<file path="config.mk">
export PLATFORM = sky130hd
export DESIGN_NAME = mem_access_stage_flat
export DESIGN_NICKNAME = d
export VERILOG_FILES = /design/src/rtl/mem_access_stage_pkg.sv /design/src/rtl/mem_access_stage_if.sv /design/src/rtl/mem_access_stage_memwb_reg.sv /design/src/rtl/mem_access_stage.sv /design/src/flat_wrapper.sv
export SDC_FILE = /design/constraint.sdc
export NUM_CORES = 1
export LEC_CHECK = 0
export ABC_CLOCK_PERIOD_IN_PS = 1700
export CAP_MARGIN = 10
export CORE_MARGIN = 2
export CORE_UTILIZATION = 25
export DETAILED_ROUTE_END_ITERATION = 6
export PLACE_DENSITY = 0.62
export SLEW_MARGIN = 30
export SYNTH_ARGS = -nofsm -noshare
export SYNTH_HDL_FRONTEND = slang
export SYNTH_SLANG_ARGS = --single-unit
export TNS_END_PERCENT = 100
</file>
<file path="constraint.sdc">
create_clock -name clk_i -period 1.7 [get_ports clk_i]
set_input_delay 0.255 -clock clk_i [delete_from_list [all_inputs] [get_ports clk_i]]
set_output_delay 0.255 -clock clk_i [all_outputs]
set_load 0.005 [all_outputs]
</file>
<file path="src/rtl/mem_access_stage_pkg.sv">
// Shared definitions for the MEM stage: FSM state encodings, default sizes, address helpers.
package mem_access_stage_pkg;

  localparam int DATA_W_DEFAULT  = 32;
  localparam int TIMEOUT_DEFAULT = 64;

  localparam logic [0:0] ST_IDLE = 1'b0;
  localparam logic [0:0] ST_WAIT = 1'b1;

  // Word accesses must sit on a 4-byte boundary.
  function automatic logic is_misaligned(input logic [1:0] addr_lsb);
    return addr_lsb != 2'b00;
  endfunction

endpackage

</file>
<file path="src/rtl/mem_access_stage_if.sv">
// Request/acknowledge bus between the MEM stage (master) and the data memory (slave).
interface mem_access_stage_if
  import mem_access_stage_pkg::*;
#(
  parameter int DATA_W = DATA_W_DEFAULT
);

  logic              mem_req_o;
  logic              mem_we_o;
  logic [DATA_W-1:0] mem_addr_o;
  logic [DATA_W-1:0] mem_wdata_o;
  logic              mem_ack_i;
  logic [DATA_W-1:0] mem_rdata_i;

  modport master (
    output mem_req_o, mem_we_o, mem_addr_o, mem_wdata_o,
    input  mem_ack_i, mem_rdata_i
  );

  modport slave (
    input  mem_req_o, mem_we_o, mem_addr_o, mem_wdata_o,
    output mem_ack_i, mem_rdata_i
  );

endinterface

</file>
<file path="src/rtl/mem_access_stage_memwb_reg.sv">
// MEM/WB pipeline register; a bubble clears every field so nothing is written back.
module mem_access_stage_memwb_reg
  import mem_access_stage_pkg::*;
#(
  parameter int DATA_W = DATA_W_DEFAULT
) (
  input  logic              clk_i,
  input  logic              rst_i,
  input  logic              i_bubble,
  input  logic              i_regwrite,
  input  logic              i_memtoreg,
  input  logic [DATA_W-1:0] i_alures,
  input  logic [DATA_W-1:0] i_rddata,
  input  logic [4:0]        i_dest,
  output logic              o_regwrite,
  output logic              o_memtoreg,
  output logic [DATA_W-1:0] o_alures,
  output logic [DATA_W-1:0] o_rddata,
  output logic [4:0]        o_dest
);

  always_ff @(posedge clk_i) begin
    if (rst_i || i_bubble) begin
      o_regwrite <= 1'b0;
      o_memtoreg <= 1'b0;
      o_alures   <= '0;
      o_rddata   <= '0;
      o_dest     <= '0;
    end else begin
      o_regwrite <= i_regwrite;
      o_memtoreg <= i_memtoreg;
      o_alures   <= i_alures;
      o_rddata   <= i_rddata;
      o_dest     <= i_dest;
    end
  end

endmodule

</file>
<file path="src/rtl/mem_access_stage.sv">
// MEM stage: word loads/stores over a req/ack bus with stall, misalignment and timeout reporting.
module mem_access_stage
  import mem_access_stage_pkg::*;
#(
  parameter int DATA_W  = DATA_W_DEFAULT,
  parameter int TIMEOUT = TIMEOUT_DEFAULT,
  parameter int CNT_W   = 7
) (
  input  logic              clk_i,
  input  logic              rst_i,
  input  logic              MemRead_i,
  input  logic              MemWrite_i,
  input  logic              RegWrite_i,
  input  logic              MemtoReg_i,
  input  logic [DATA_W-1:0] ALUres_i,
  input  logic [DATA_W-1:0] wrdata_i,
  input  logic [4:0]        WriteBackPath_i,
  output logic              stall_o,
  mem_access_stage_if.master mem_if,
  output logic              RegWrite_o,
  output logic              MemtoReg_o,
  output logic [DATA_W-1:0] ALUres_o,
  output logic [DATA_W-1:0] rddata_o,
  output logic [4:0]        WriteBackPath_o,
  output logic              misalign_o,
  output logic              timeout_o
);

  logic [0:0]        r_state;
  logic [CNT_W-1:0]  r_counter;
  logic              r_we;
  logic              r_regwrite;
  logic              r_memtoreg;
  logic [DATA_W-1:0] r_addr;
  logic [DATA_W-1:0] r_wdata;
  logic [4:0]        r_dest;
  logic              r_misalign;
  logic              r_timeout;

  logic              w_access;
  logic              w_misaligned;
  logic              w_idle;
  logic              w_wait;
  logic              w_start;
  logic              w_ack;
  logic              w_expire;
  logic              w_bubble;
  logic              w_wb_regwrite;
  logic              w_wb_memtoreg;
  logic [DATA_W-1:0] w_wb_alures;
  logic [DATA_W-1:0] w_wb_rddata;
  logic [4:0]        w_wb_dest;

  assign w_access     = MemRead_i | MemWrite_i;
  assign w_misaligned = is_misaligned(ALUres_i[1:0]);
  assign w_idle       = (r_state == ST_IDLE);
  assign w_wait       = (r_state == ST_WAIT);
  assign w_start      = w_idle & w_access & ~w_misaligned;
  assign w_ack        = w_wait & mem_if.mem_ack_i;
  // An ack arriving in the final counted cycle takes priority over the abort.
  assign w_expire     = w_wait & ~mem_if.mem_ack_i & (r_counter == CNT_W'(TIMEOUT - 1));

  always_ff @(posedge clk_i) begin
    if (rst_i) begin
      r_state    <= ST_IDLE;
      r_counter  <= '0;
      r_we       <= 1'b0;
      r_regwrite <= 1'b0;
      r_memtoreg <= 1'b0;
      r_addr     <= '0;
      r_wdata    <= '0;
      r_dest     <= '0;
      r_misalign <= 1'b0;
      r_timeout  <= 1'b0;
    end else begin
      r_misalign <= w_idle & w_access & w_misaligned;
      r_timeout  <= w_expire;
      if (w_start) begin
        r_state    <= ST_WAIT;
        r_counter  <= '0;
        r_we       <= MemWrite_i;
        r_regwrite <= RegWrite_i;
        r_memtoreg <= MemtoReg_i;
        r_addr     <= ALUres_i;
        r_wdata    <= wrdata_i;
        r_dest     <= WriteBackPath_i;
      end else if (w_ack || w_expire) begin
        r_state   <= ST_IDLE;
        r_counter <= '0;
      end else if (w_wait) begin
        r_counter <= r_counter + CNT_W'(1);
      end
    end
  end

  assign mem_if.mem_req_o   = w_wait;
  assign mem_if.mem_we_o    = r_we;
  assign mem_if.mem_addr_o  = r_addr;
  assign mem_if.mem_wdata_o = r_wdata;

  assign stall_o    = w_start | (w_wait & ~mem_if.mem_ack_i);
  assign misalign_o = r_misalign;
  assign timeout_o  = r_timeout;

  // Only a plain ALU op in IDLE or a completing access reaches MEM/WB; everything else is a bubble.
  assign w_bubble      = ~((w_idle & ~w_access) | w_ack);
  assign w_wb_regwrite = w_wait ? r_regwrite : RegWrite_i;
  assign w_wb_memtoreg = w_wait ? r_memtoreg : MemtoReg_i;
  assign w_wb_alures   = w_wait ? r_addr : ALUres_i;
  assign w_wb_dest     = w_wait ? r_dest : WriteBackPath_i;
  assign w_wb_rddata   = (w_wait && !r_we) ? mem_if.mem_rdata_i : '0;

  mem_access_stage_memwb_reg #(
    .DATA_W(DATA_W)
  ) u_memwb_reg (
    .clk_i      (clk_i),
    .rst_i      (rst_i),
    .i_bubble   (w_bubble),
    .i_regwrite (w_wb_regwrite),
    .i_memtoreg (w_wb_memtoreg),
    .i_alures   (w_wb_alures),
    .i_rddata   (w_wb_rddata),
    .i_dest     (w_wb_dest),
    .o_regwrite (RegWrite_o),
    .o_memtoreg (MemtoReg_o),
    .o_alures   (ALUres_o),
    .o_rddata   (rddata_o),
    .o_dest     (WriteBackPath_o)
  );

endmodule

</file>
<file path="src/flat_wrapper.sv">
// flat-port wrapper written by rule: the top's interface ports become plain ports
module mem_access_stage_flat import mem_access_stage_pkg::*;
#(
  parameter int DATA_W  = DATA_W_DEFAULT,
  parameter int TIMEOUT = TIMEOUT_DEFAULT,
  parameter int CNT_W   = 7
)
  (clk_i, rst_i, MemRead_i, MemWrite_i, RegWrite_i, MemtoReg_i, ALUres_i, wrdata_i, WriteBackPath_i, stall_o, RegWrite_o, MemtoReg_o, ALUres_o, rddata_o, WriteBackPath_o, misalign_o, timeout_o, mem_if_mem_req_o, mem_if_mem_we_o, mem_if_mem_addr_o, mem_if_mem_wdata_o, mem_if_mem_ack_i, mem_if_mem_rdata_i);
  mem_access_stage_if #(.DATA_W(DATA_W)) mem_if_i ();
  input  logic clk_i;
  input  logic rst_i;
  input  logic MemRead_i;
  input  logic MemWrite_i;
  input  logic RegWrite_i;
  input  logic MemtoReg_i;
  input  logic [DATA_W-1:0] ALUres_i;
  input  logic [DATA_W-1:0] wrdata_i;
  input  logic [4:0] WriteBackPath_i;
  output logic stall_o;
  output logic RegWrite_o;
  output logic MemtoReg_o;
  output logic [DATA_W-1:0] ALUres_o;
  output logic [DATA_W-1:0] rddata_o;
  output logic [4:0] WriteBackPath_o;
  output logic misalign_o;
  output logic timeout_o;
  output wire logic [$bits(mem_if_i.mem_req_o)-1:0] mem_if_mem_req_o;
  output wire logic [$bits(mem_if_i.mem_we_o)-1:0] mem_if_mem_we_o;
  output wire logic [$bits(mem_if_i.mem_addr_o)-1:0] mem_if_mem_addr_o;
  output wire logic [$bits(mem_if_i.mem_wdata_o)-1:0] mem_if_mem_wdata_o;
  input wire logic [$bits(mem_if_i.mem_ack_i)-1:0] mem_if_mem_ack_i;
  input wire logic [$bits(mem_if_i.mem_rdata_i)-1:0] mem_if_mem_rdata_i;
  assign mem_if_mem_req_o = mem_if_i.mem_req_o;
  assign mem_if_mem_we_o = mem_if_i.mem_we_o;
  assign mem_if_mem_addr_o = mem_if_i.mem_addr_o;
  assign mem_if_mem_wdata_o = mem_if_i.mem_wdata_o;
  assign mem_if_i.mem_ack_i = mem_if_mem_ack_i;
  assign mem_if_i.mem_rdata_i = mem_if_mem_rdata_i;
  mem_access_stage #(.DATA_W(DATA_W), .TIMEOUT(TIMEOUT), .CNT_W(CNT_W)) u_core (.clk_i(clk_i), .rst_i(rst_i), .MemRead_i(MemRead_i), .MemWrite_i(MemWrite_i), .RegWrite_i(RegWrite_i), .MemtoReg_i(MemtoReg_i), .ALUres_i(ALUres_i), .wrdata_i(wrdata_i), .WriteBackPath_i(WriteBackPath_i), .stall_o(stall_o), .mem_if(mem_if_i), .RegWrite_o(RegWrite_o), .MemtoReg_o(MemtoReg_o), .ALUres_o(ALUres_o), .rddata_o(rddata_o), .WriteBackPath_o(WriteBackPath_o), .misalign_o(misalign_o), .timeout_o(timeout_o));
endmodule
</file>
==> results.toml, run 1 <==
[floorplan]
start_util_pct = 25.5
die_w_um = 151
rows = 53
io_pins = 248
design.die.area_um2 = 22700
floorplan.die.height_um = 151
area_inside_the_core_boundary_um2 = 21000

[yosys]
yosysUniqueCellTypes = 29
ys_warn_count = 0
postSynthCellCount = 571
ys_ff_latch = 153
synthesized_area_um2 = 5370
mappedNetlistNets = 680
syn_avg_cell_area_um2 = 9.40
seq_area_frac_synth_pct = 57.0

[cells_and_area]
seqCellArea_um2 = 3070
antenna_cells = 0
finish.net_count = 919
fillCellCount = 2017
stdcell_area_um2 = 8850
final_util_pct = 42.1
finish.cell_count_without_fillers = 1098
syn2layout_area_growth_pct = 64.8
post_route_cells_drive_above_1_share_pct = 7.90
multiInputGateArea_um2 = 2090

[drt]
drt.antenna.violating_nets = 0
finalWirelength_mm = 17.1
detail_route.drc_violations = 0
dr_total_vias = 5014
first_pass_iters = 6
post_drt_via_cell_ratio = 4.57
first_iter_violations = 212
route.detailed.wl_per_inst_um = 15.6

[outcome]
run_status = "complete, no violations"

[critical_path]
r2r-start = "u_core.mem_if.mem_req_o"
worst_ep_required_time_ns = 1.44
worst_setup_path_start_kind = "flip-flop"
cp-end-kind = "output pin"
critical_path.reg2reg.endpoint = "u_core.u_memwb_reg.o_dest[1]"
ff2ff_setup_slack_ns = 0.14
cp_data_arrival_time_ns = 1.37
setup.worst_path.start = "u_core.mem_if.mem_req_o"
worst-setup-path-type = "flip-flop to output pin"
crit_path_max_fanout = 4
timing.critical_path.to = "mem_if_mem_req_o"
ff2ff_path_depth = 5

[grt]
overflow = 0
via_count_of_the_first_global_routing_pass = 4888
grt_usage_pct = 14.9
antenna_violations_before_repair = 0
grt_start_max_net_pins = 44
grt_pass1_wl_mm = 26.3

[clocking]
tritoncts_num_sinks = 153
cts_buffer_depth = 2
cts.reportedPaths.clkPinSlew_ns = 0.07
insertion_delay_ns = 0.42
ctsRootBufferMaster = "sky130_fd_sc_hd__clkbuf_16"
tritoncts.num_buffers = 17
cts_tree = "built"
cts_hold_bufs = 0
htree_num_levels = 4

[pwr]
power_density_nw_per_um2 = 965
totalPowerFinal_mw = 8.54
p_leak_nw = 3.13
vdd_ir_drop_max_mv = 0.616

[sta]
finalCriticalPeriod_ns = 1.62
final-hold-violation-count = 0
rsz_0062_raised_after_global_routing = "no"
max-slew-margin-rel_pct = 66.1
max_freq_mhz = 616
setup_viol_count_final = 0
fin_crit_sh_pct = 95.4
timing_max_transition_violations_final = 0
worst_clock_skew_ns = 0.00827
tightestPinTransition_ns = 0.509

[worst_hold_path]
holdCritPathClass = "input port to flip-flop"

[place]
gp_congestion = 0.712
buffer_ports.inserted = 247
placedCellCount = 1065
placedInstanceArea_um2 = 8230
hpwl_dp_mm = 11.6

[run]
drv_cap = 0
## logic make-up (layout without fill, tap and decap cells)
kind of cell / after synthesis / in the layout / share of synthesized area [%]
simple gates: 168 / 168 / 15.8
flops: 153 / 153 / 57.0
compound gates: 152 / 152 / 14.6
buf+inv: 54 / 306 / 4.38
mux: 40 / 40 / 7.46
xor+xnor: 3 / 3 / 0.489
fa+ha+maj: 1 / 1 / 0.233
## synth_stat cells, drive strengths merged
| cell type | instances | area share [%] |
|---|---|---|
| a211oi | 2 | 0.28 |
| nand4 | 3 | 0.35 |
| o21ba | 1 | 0.19 |
| a21o | 1 | 0.14 |
| mux2i | 40 | 7.5 |
| inv | 2 | 0.14 |
| nor3 | 7 | 0.65 |
| and2 | 32 | 3.7 |
| o21ai | 73 | 6.8 |
| a2111oi | 1 | 0.16 |
| a21oi | 72 | 6.7 |
| clkbuf | 36 | 2.5 |
| buf | 16 | 1.7 |
| ha | 1 | 0.23 |
| nand2b | 1 | 0.12 |
| nor4bb | 1 | 0.19 |
| o21bai | 2 | 0.35 |
| or2 | 1 | 0.12 |
| dfxtp | 153 | 57 |
| nor2 | 43 | 3.0 |
| nand2 | 5 | 0.35 |
| nand4bb | 1 | 0.21 |
| or3 | 1 | 0.12 |
| nand3 | 70 | 6.5 |
| xnor2 | 1 | 0.16 |
| xor2 | 2 | 0.33 |
| nor3b | 3 | 0.42 |
## per-layer routing
metal	up-vias	track usage [%]	part of all wire [%]	wire, um
met5	-	0	0	0
met4	0	4.10	0.62	106
met3	7	7.21	11	1800
met2	183	24.7	47	8100
met1	2364	17.1	41	7080
li1	2460	-	-	-
## repair_timing
action                     in CTS  in global routing
buffers inserted                0                  1
resized for setup               3                  2
hold endpoints to repair        0                  0
setup endpoints to repair       2                  3
## layout by cell type, fill, tap and decap left out, drive strengths merged, types with 2 or more instances in the layout
cell             n
nor3b            3
xor2             2
clkinv           4
o21ai           73
inv             12
a21oi           72
a211oi           2
clkbuf          17
buf             26
nand2            5
nor2            43
clkdlybuf4s50  244
o21bai           2
nand3           70
nand4            3
mux2i           40
and2            32
nor3             7
dfxtp          153
## cell type report
| type | count | area share [%] |
|---|---|---|
| timing repair buffer | 272 | 31.0 |
| inverter | 2 | 0.0848 |
| clock inverter | 15 | 1.95 |
| multi-input combinational | 364 | 23.7 |
| sequential | 153 | 34.7 |
| clock buffer | 17 | 4.81 |
| tap | 275 | 3.89 |
## power breakdown
part	total, mW	internal, mW	switching (mW)	leakage [nW]
registers	3.75	3.70	0.0550	1.24
clock network	3.79	2.00	1.80	0.290
logic	0.998	0.568	0.430	1.59
## critical path, cell delays in order, from the launching register on
cell	delay (ns)
sky130_fd_sc_hd__dfxtp_4	0.37
sky130_fd_sc_hd__buf_8	0.10
sky130_fd_sc_hd__clkdlybuf4s50_1	0.48
## through the flow
step	setup WS [ns]	hold WS, ns	setup TNS (ns)
floorplan	0.325	0.377	0
global placement	-0.130	0.426	-2.39
detailed placement	-0.141	0.429	-3.22
CTS	0.000292	0.171	0
global route	0.0130	0.183	0
finish	0.0774	0.197	0
## how the worst min path moves through the flow
stage / startpoint / endpoint / slack (ns) / cells after the start
2_1_floorplan: mem_if_mem_rdata_i[0] / u_core.u_memwb_reg.o_rddata[0] / 0.38 / 1
3_3_place_gp: u_core.r_counter[6] / u_core.r_counter[6] / 0.43 / 2
3_5_place_dp: u_core.r_counter[6] / u_core.r_counter[6] / 0.43 / 2
4_1_cts: rst_i / u_core.r_regwrite / 0.17 / 2
5_1_grt: rst_i / u_core.mem_if.mem_addr_o[2] / 0.18 / 2
6_report: rst_i / u_core.r_regwrite / 0.20 / 2
## registers in the layout (all words and copies together), names as in the netlist
register / count
u_core.u_memwb_reg.o_rddata: 32
u_core.mem_if.mem_we_o: 1
u_core.misalign_o: 1
u_core.r_counter: 7
u_core.r_regwrite: 1
u_core.u_memwb_reg.o_regwrite: 1
u_core.mem_if.mem_req_o: 1
u_core.u_memwb_reg.o_memtoreg: 1
u_core.mem_if.mem_addr_o: 32
u_core.u_memwb_reg.o_alures: 32
u_core.u_memwb_reg.o_dest: 5
u_core.r_dest: 5
u_core.mem_if.mem_wdata_o: 32
u_core.r_memtoreg: 1
u_core.timeout_o: 1
(Power assumes the default switching activity.)
==> inputs of run 2 (changes only) <==
- CORE_UTILIZATION: 25 -> 41
- PLACE_DENSITY: 0.62 -> 0.89
==> results.toml, run 2 (synthesis results as in run 1) <==
[clocking]
htree_num_levels = 4
cts_buffer_depth = 2
tritoncts_num_sinks = 153
insertion_delay_ns = 0.42
cts_tree = "built"
cts.reportedPaths.clkPinSlew_ns = 0.06
tritoncts.num_buffers = 17
cts_setup_buffers = 0
ctsRootBufferMaster = "sky130_fd_sc_hd__clkbuf_16"

[cells_and_area]
layout.cells.most_common = "sky130_fd_sc_hd__clkdlybuf4s50_1"
fillCellCount = 943
most-common-layout-cells = "sky130_fd_sc_hd__clkdlybuf4s50_1, sky130_fd_sc_hd__dfxtp_1, sky130_fd_sc_hd__o21ai_0, sky130_fd_sc_hd__a21oi_1, sky130_fd_sc_hd__nand3_1"
finish.net_count = 918
stdcell_area_um2 = 8730
finish.cell_count_without_fillers = 994
antenna_cells = 0
syn2layout_area_growth_pct = 62.5
post_route_cells_drive_above_1_share_pct = 7.42
final_util_pct = 68.6

[pwr]
power_density_nw_per_um2 = 987
p_leak_nw = 3.11
totalPowerFinal_mw = 8.61
vdd_ir_drop_max_mv = 0.822

[sta]
tightestPinTransition_ns = 0.497
max-slew-margin-rel_pct = 66.8
finalSetupTns_ns = 0
setup_viol_count_final = 0
final-hold-violation-count = 0
max_freq_mhz = 616
worst_clock_skew_ns = 0.0118
rsz_0062_raised_after_global_routing = "no"
finalCriticalPeriod_ns = 1.62
fin_crit_sh_pct = 95.5
timing_max_transition_violations_final = 0

[outcome]
run_status = "complete, no violations"

[drt]
dr_total_vias = 5174
route.detailed.wl_per_inst_um = 17.5
drt.antenna.violating_nets = 0
post_drt_via_cell_ratio = 5.21
first_iter_violations = 549
first_pass_iters = 5
finalWirelength_mm = 17.3
detail_route.drc_violations = 0

[grt]
antenna_violations_before_repair = 0
grt_start_max_net_pins = 50
via_count_of_the_first_global_routing_pass = 5054
grt_usage_pct = 24.4
overflow = 0
grt_pass1_wl_mm = 26.6

[critical_path]
worst_ep_required_time_ns = 1.44
ff2ff_path_depth = 5
critical_path.reg2reg.endpoint = "u_core.mem_if.mem_wdata_o[8]"
cp_data_arrival_time_ns = 1.37
r2r-start = "u_core.mem_if.mem_req_o"
worst-setup-path-type = "flip-flop to output pin"
ff2ff_setup_slack_ns = 0.17
cp-end-kind = "output pin"
worst_setup_path_start_kind = "flip-flop"
crit_path_max_fanout = 7

[worst_hold_path]
min_from = "rst_i"
holdCritPathClass = "input port to flip-flop"
worst_hold_path.num_cells = 2
worst_hold_path_endpoint = "u_core.mem_if.mem_we_o"

[floorplan]
start_util_pct = 42.2
area_inside_the_core_boundary_um2 = 12700
die_w_um = 118
rows = 41
design.die.area_um2 = 14000
floorplan.die.height_um = 118
io_pins = 248

[run]
drv_cap = 0

[place]
gp_congestion = 0.786
hpwl_dp_mm = 11.8
placedCellCount = 962
buffer_ports.inserted = 247
placedInstanceArea_um2 = 8110
run 2: per-layer routing:
| layer | routed length, um | vias to the layer above | GRT usage [%] |
|---|---|---|---|
| met5 | 0 | - | 0.368 |
| met4 | 369 | 0 | 10.7 |
| met3 | 1750 | 26 | 9.46 |
| met2 | 8830 | 273 | 42.0 |
| met1 | 6400 | 2424 | 26.5 |
| li1 | - | 2451 | - |
run 2: cell type report:
cell class / instances / area [um^2] / share of cell area, %
inverters: 2 / 7.51 / 0.0860
clock buffers: 21 / 460 / 5.28
multi-input cells: 364 / 2100 / 24.0
well taps: 172 / 215 / 2.47
repair buffers: 271 / 2730 / 31.3
flip-flops and latches: 153 / 3070 / 35.1
clock inverters: 11 / 145 / 1.66
run 2: worst max-delay path, stage by stage (launching register included):
cell and delay [ns]:
sky130_fd_sc_hd__dfxtp_4 0.37, sky130_fd_sc_hd__o21ba_4 0.23, sky130_fd_sc_hd__nand2_1 0.07, sky130_fd_sc_hd__nand2_1 0.06, sky130_fd_sc_hd__dlygate4sd2_1 0.23
run 2: repair_timing:
item	4_1_cts	5_1_grt
pin swaps	0	0
gates resized for setup	2	1
hold buffers	0	0
endpoints found under the setup margin	1	1
run 2: where the power goes:
group / switching, mW / internal (mW)
Clock: 1.45 / 2.39
Sequential: 0.0576 / 3.70
Combinational: 0.440 / 0.573
Total: 1.95 / 6.66
run 2: worst max path at each step:
stage | from | end | slack, ns
6_report | u_core.mem_if.mem_req_o | stall_o | 0.08
5_1_grt | u_core.mem_if.mem_req_o | stall_o | 0.006
3_5_place_dp | MemWrite_i | stall_o | -0.13
4_1_cts | u_core.mem_if.mem_req_o | stall_o | 0.02
3_3_place_gp | MemWrite_i | stall_o | -0.11
2_1_floorplan | u_core.mem_if.mem_req_o | u_core.u_memwb_reg.o_alures[25] | 0.33
run 2: metrics by stage:
stage,hold slack [ns],setup WS (ns)
CTS,0.0732,0.0202
global route,0.0941,0.00566
floorplan,0.377,0.325
detailed placement,0.444,-0.126
global placement,0.420,-0.109
finish,0.0953,0.0767
==> inputs of run 3 (changes only) <==
- CORE_ASPECT_RATIO: not set -> 0.75
==> results.toml, run 3 (synthesis results as in run 1) <==
[pwr]
power_density_nw_per_um2 = 977
power.combinational.fraction_pct = 11.7
pwr-share-clk_pct = 44.1
netSwitchingPower_mw = 2.04
p_leak_nw = 3.09
sw_frac_of_total_pct = 24.0
seq_power_share_pct = 44.2
vdd_ir_drop_max_mv = 0.656
internal-power_mw = 6.46

[grt]
grt_start_max_net_pins = 55
grt_pass1_wl_mm = 24.9
grt_usage_pct = 23.0
overflow = 0
via_count_of_the_first_global_routing_pass = 4718
antenna_violations_before_repair = 0

[clocking]
insertion_delay_ns = 0.41
cts_tree = "built"
tritoncts_num_sinks = 153
ctsRootBufferMaster = "sky130_fd_sc_hd__clkbuf_16"
cts_hold_bufs = 0
cts.reportedPaths.clkPinSlew_ns = 0.06
htree_num_levels = 4
tritoncts.num_buffers = 17
cts_buffer_depth = 2

[place]
buffer_ports.inserted = 247
hpwl_dp_mm = 11.6
gp_congestion = 0.742
placedInstanceArea_um2 = 8110

[sta]
tightestPinTransition_ns = 0.446
max_freq_mhz = 638
setup_viol_count_final = 0
finalCriticalPeriod_ns = 1.57
rsz_0062_raised_after_global_routing = "no"
max-slew-margin-rel_pct = 70.3
hold_ws_ns = 0.231
fin_crit_sh_pct = 92.1
worst_clock_skew_ns = 0.0141
timing_max_transition_violations_final = 0
final-hold-violation-count = 0

[drt]
finalWirelength_mm = 16.8
drt.antenna.violating_nets = 0
first_iter_violations = 284
dr_total_vias = 5058
post_drt_via_cell_ratio = 5.09
route.detailed.wl_per_inst_um = 17.0
first_pass_iters = 4
detail_route.drc_violations = 0

[critical_path]
crit_path_max_incr_delay_ns = 0.53
worst_setup_path_start_kind = "flip-flop"
crit_path_max_fanout = 3
cp-end-kind = "output pin"
worst-setup-path-type = "flip-flop to output pin"
timing.critical_path.slowest_stage_cell = "sky130_fd_sc_hd__clkdlybuf4s50_1"
critical_path.reg2reg.endpoint = "u_core.mem_if.mem_wdata_o[5]"
cp_data_arrival_time_ns = 1.31
worst_ep_required_time_ns = 1.44
ff2ff_setup_slack_ns = 0.17
timing.critical_path.buf_inv = 1
r2r-start = "u_core.mem_if.mem_req_o"
worstPathCellList = "clkdlybuf4s50_1"
ff2ff_path_depth = 5
path_delay_family = "buffers and inverters"

[cells_and_area]
layout.cells.most_common = "sky130_fd_sc_hd__clkdlybuf4s50_1"
seqCellArea_um2 = 3060
most-common-layout-cells = "sky130_fd_sc_hd__clkdlybuf4s50_1, sky130_fd_sc_hd__dfxtp_1, sky130_fd_sc_hd__o21ai_0, sky130_fd_sc_hd__a21oi_1, sky130_fd_sc_hd__nand3_1"
stdcell_area_um2 = 8700
post_route_cells_drive_above_1_share_pct = 7.66
multiInputGateArea_um2 = 2090
finish.net_count = 918
fillCellCount = 974
antenna_cells = 0
syn2layout_area_growth_pct = 62.0

[worst_hold_path]
min_from = "rst_i"
worst_hold_path_endpoint = "u_core.mem_if.mem_addr_o[4]"
worst_hold_path.num_cells = 2
holdCritPathClass = "input port to flip-flop"

[floorplan]
io_pins = 248
start_util_pct = 41.7
design.die.area_um2 = 14000
floorplan.die.height_um = 103
area_inside_the_core_boundary_um2 = 12900
rows = 36
die_w_um = 136

[outcome]
run_status = "complete, no violations"

[run]
drv_cap = 0
run 3: changes by cell type in the layout (fill, tap and decap cells not counted), moves of 2 or more:
| cell | delta |
|---|---|
| sky130_fd_sc_hd__clkbuf_8 | -2 |
| sky130_fd_sc_hd__clkinv_2 | -3 |
| sky130_fd_sc_hd__clkinvlp_4 | +3 |
| sky130_fd_sc_hd__inv_6 | +2 |
| sky130_fd_sc_hd__inv_8 | +2 |
run 3: timing repair:
item | in CTS | in global routing
buffers inserted | 0 | 0
endpoints found under the setup margin | 2 | 1
resized for setup | 2 | 2
run 3: layout make-up:
class                      instances  area share [%]
multi-input combinational        364            24.1
timing repair buffer             271            31.4
sequential                       153            35.2
clock buffer                      18            4.93
tap                              171            2.46
clock inverter                    14            1.87
inverter                           2          0.0863
run 3: through the flow:
stage          setup slack [ns]  setup TNS (ns)  std cells  util [%]  total power, mW
4_1_cts                  0.0143               0        993      67.6             8.58
3_5_place_dp             -0.137           -6.57        961      63.0             4.83
2_1_floorplan             0.325               0        571         -             4.19
3_3_place_gp             -0.137           -3.99        961      63.0             4.81
5_1_grt                  0.0704               0        993      67.5             8.82
6_report                  0.134               0        993      67.5             8.50
run 3: power groups by stage:
stage | clock network (mW) | registers [mW] | logic, mW
6_report | 3.75 | 3.76 | 0.994
5_1_grt | 3.99 | 3.77 | 1.07
4_1_cts | 3.83 | 3.76 | 0.997
3_5_place_dp | 0 | 3.84 | 0.990
3_3_place_gp | 0 | 3.83 | 0.973
2_1_floorplan | 0 | 3.84 | 0.354
run 3: worst max path at each step:
stage,start,endpoint,slack [ns],cells after the start
5_1_grt,u_core.mem_if.mem_addr_o[27],mem_if_mem_addr_o[27],0.07,1
3_5_place_dp,MemWrite_i,stall_o,-0.14,5
2_1_floorplan,u_core.mem_if.mem_req_o,u_core.u_memwb_reg.o_alures[25],0.33,6
4_1_cts,u_core.mem_if.mem_req_o,stall_o,0.01,4
6_report,u_core.mem_if.mem_addr_o[22],mem_if_mem_addr_o[22],0.13,1
3_3_place_gp,MemWrite_i,stall_o,-0.14,5
run 3: routing by layer:
metal  GRT usage, %  vias to the layer above  part of all wire [%]
li1               -                     2451                     -
met1           28.0                     2386                    43
met2           37.9                      192                    48
met3           8.01                       29                   7.8
met4           8.25                        0                   1.8
met5              0                        -                     0
==> edit: new RTL, settings of run 1 <==
`DATA_W_DEFAULT`: 32 -> 24.
--- a/src/rtl/mem_access_stage_pkg.sv
+++ b/src/rtl/mem_access_stage_pkg.sv
@@ -1,7 +1,7 @@
 // Shared definitions for the MEM stage: FSM state encodings, default sizes, address helpers.
 package mem_access_stage_pkg;
 
-  localparam int DATA_W_DEFAULT  = 32;
+  localparam int DATA_W_DEFAULT  = 24;
   localparam int TIMEOUT_DEFAULT = 64;
 
   localparam logic [0:0] ST_IDLE = 1'b0;
Interface: changed (7 resized); port bits go from 248 to 192. No check against the original RTL was run, so the function may have changed too.
==> edit against run 1 <==
Critical endpoint unchanged; first-iteration DRC count shrank 31%; hold slack lost 0.033 ns; global-route usage shrank 0.24 points; design area shrank 19%; cell count shrank 20%; routed wire length shrank 22%; sequential cell count shrank 32; combinational power shrank 19%; sequential power shrank 21%; largest power group unchanged; power shrank 14%; setup slack gained 0.0029 ns; area after synthesis shrank 20%.
==> edit: results (changes against run 1) <==
Global routing
  – GR Util All Layers: 0.1466 (-0.002432)
  – GR Util met3: 0.05312 (-0.01900)
  – Pin count of the biggest net entering global routing: 38 (-14%)
  – Grt met2 use: 0.2716 (+0.02476)
  – Global-route track usage on met1: 0.1532 (-0.01784)
  – Global-route wire length before repair: 20880 um (-21%)

Placement
  – Placed cell count: 852 (-20%)
  – Post-DP Area: 6571 um2 (-20%)
  – RD Place Congestion: 0.7276 (+2.2%)
  – DP HPWL: 9329 um (-20%)
  – Dpl ws: -0.1164 ns (+0.02452 ns)
  – IO buf count: 191 (-23%)

Synth
  – Syn Area/Cell: 9.498 um2 (+0.99%)
  – Adder-cell share of the synthesized area: 0.002895 (+0.0005653)
  – Top post-synthesis cells by area: dfxtp_1, mux2i_1, a21oi_1
  – Syn Nets: 540 (-21%)
  – Post-synthesis xor/xnor area fraction: 0.006080 (+0.001187)
  – Sequential share of the synthesized area: 0.5605 (-0.009854)
  – Multiplexer area fraction after synthesis: 0.07412 (-0.0004404)
  – Synth cell count leaders: dfxtp_1, a21oi_1, o21ai_0
  – Synth Area in Compound Gates: 0.1462 (about the same)

Cells and area
  – Filler instances: 1667 (-17%)
  – Non-filler cells, final: 882 (-20%)
  – Nets: 731 (-20%)

Min path
  – Hold Path Sink: u_core.r_counter[6]$_SDFFE_PP0P_
  – HP Start: rst_i

Setup path
  – Reg2reg end: u_core.mem_if.mem_req_o$_SDFFE_PP0P_
  – Reg2reg start: u_core.mem_if.mem_req_o$_SDFFE_PP0P_
  – Worst R2R Setup Slack: 0.29 ns (+0.15 ns)
  – CP max FO: 9 (+5)
  – Slowest stage delay, CP: 0.50 ns (+0.02 ns)

Pwr
  – Worst vdd ir: 0.0006347 V (+3.1%)
  – Lkg Pwr: 2.533 nW (-19%)

Drt
  – Routed wire length: 13330 um (-22%)
  – Via count: 4059 (-19%)
  – Initial drt markers: 146 (-31%)
  – WL met3: 860 um (-52%)
  – Routed length on met1: 5436 um (-23%)
  – Detail Route met2 WL: 6844 um (-15%)
  – TritonRoute pass-1 iters: 4 (-2)

Timing
  – Clock Skews: 0.005046 ns (-0.003222 ns)
  – Hold WS: 0.1635 ns (-0.03312 ns)
  – Least-Margin Pin Slew: 0.4589 ns (-0.05000 ns)

Status
  – Status: finished, final reports clean

Clocking
  – # Post-CTS Setup Buffers: 0 (unchanged)
  – Reg clk slew, reported paths: 0.05 ns (-0.02 ns)
## edit: timing repair
| action | CTS | global route |
|---|---|---|
| gates resized for setup | 1 | 1 |
| endpoints found under the setup margin | 1 | 1 |
| hold endpoints to repair | 0 | 0 |
## edit: cells by family after synthesis
| kind of cell | Yosys count |
|---|---|
| simple gates | 136 |
| fa+ha+maj | 1 |
| mux | 32 |
| buf+inv | 42 |
| flops | 121 |
| compound gates | 120 |
| xor+xnor | 3 |
## edit: where the power goes
part | internal, mW | switching [mW]
clock network | 2.31 | 1.22
registers | 2.93 | 0.0422
logic | 0.458 | 0.346
total | 5.70 | 1.61
## edit: cell type report
class / count / area (um2) / area share
multi-input cells: 292 / 1703 / 0.2382
inverters: 1 / 3.754 / 0.0005250
flip-flops and latches: 121 / 2424 / 0.3390
clock inverters: 9 / 125.1 / 0.01750
well taps: 225 / 281.5 / 0.03938
clock buffers: 21 / 450.4 / 0.06300
repair buffers: 213 / 2162 / 0.3024
## edit: worst max-delay path, delay by kind of cell (launching register included)
family	cells	cell delay, ns
flip-flops	1	0.33
buffers and inverters	2	0.63
## edit: how the worst max path moves through the flow
stage / startpoint / end / slack (ns)
after floorplan: u_core.mem_if.mem_req_o$_SDFFE_PP0P_ / u_core.r_counter[0]$_SDFFE_PP0P_ / 0.38
after global placement: MemWrite_i / u_core.u_memwb_reg.o_alures[15]$_SDFF_PP0_ / -0.09
after detailed placement: MemWrite_i / u_core.u_memwb_reg.o_alures[16]$_SDFF_PP0_ / -0.12
after CTS: u_core.mem_if.mem_req_o$_SDFFE_PP0P_ / mem_if_mem_req_o / 0.02
after global routing: u_core.mem_if.mem_req_o$_SDFFE_PP0P_ / mem_if_mem_req_o / 0.01
final: u_core.mem_if.mem_req_o$_SDFFE_PP0P_ / mem_if_mem_req_o / 0.08
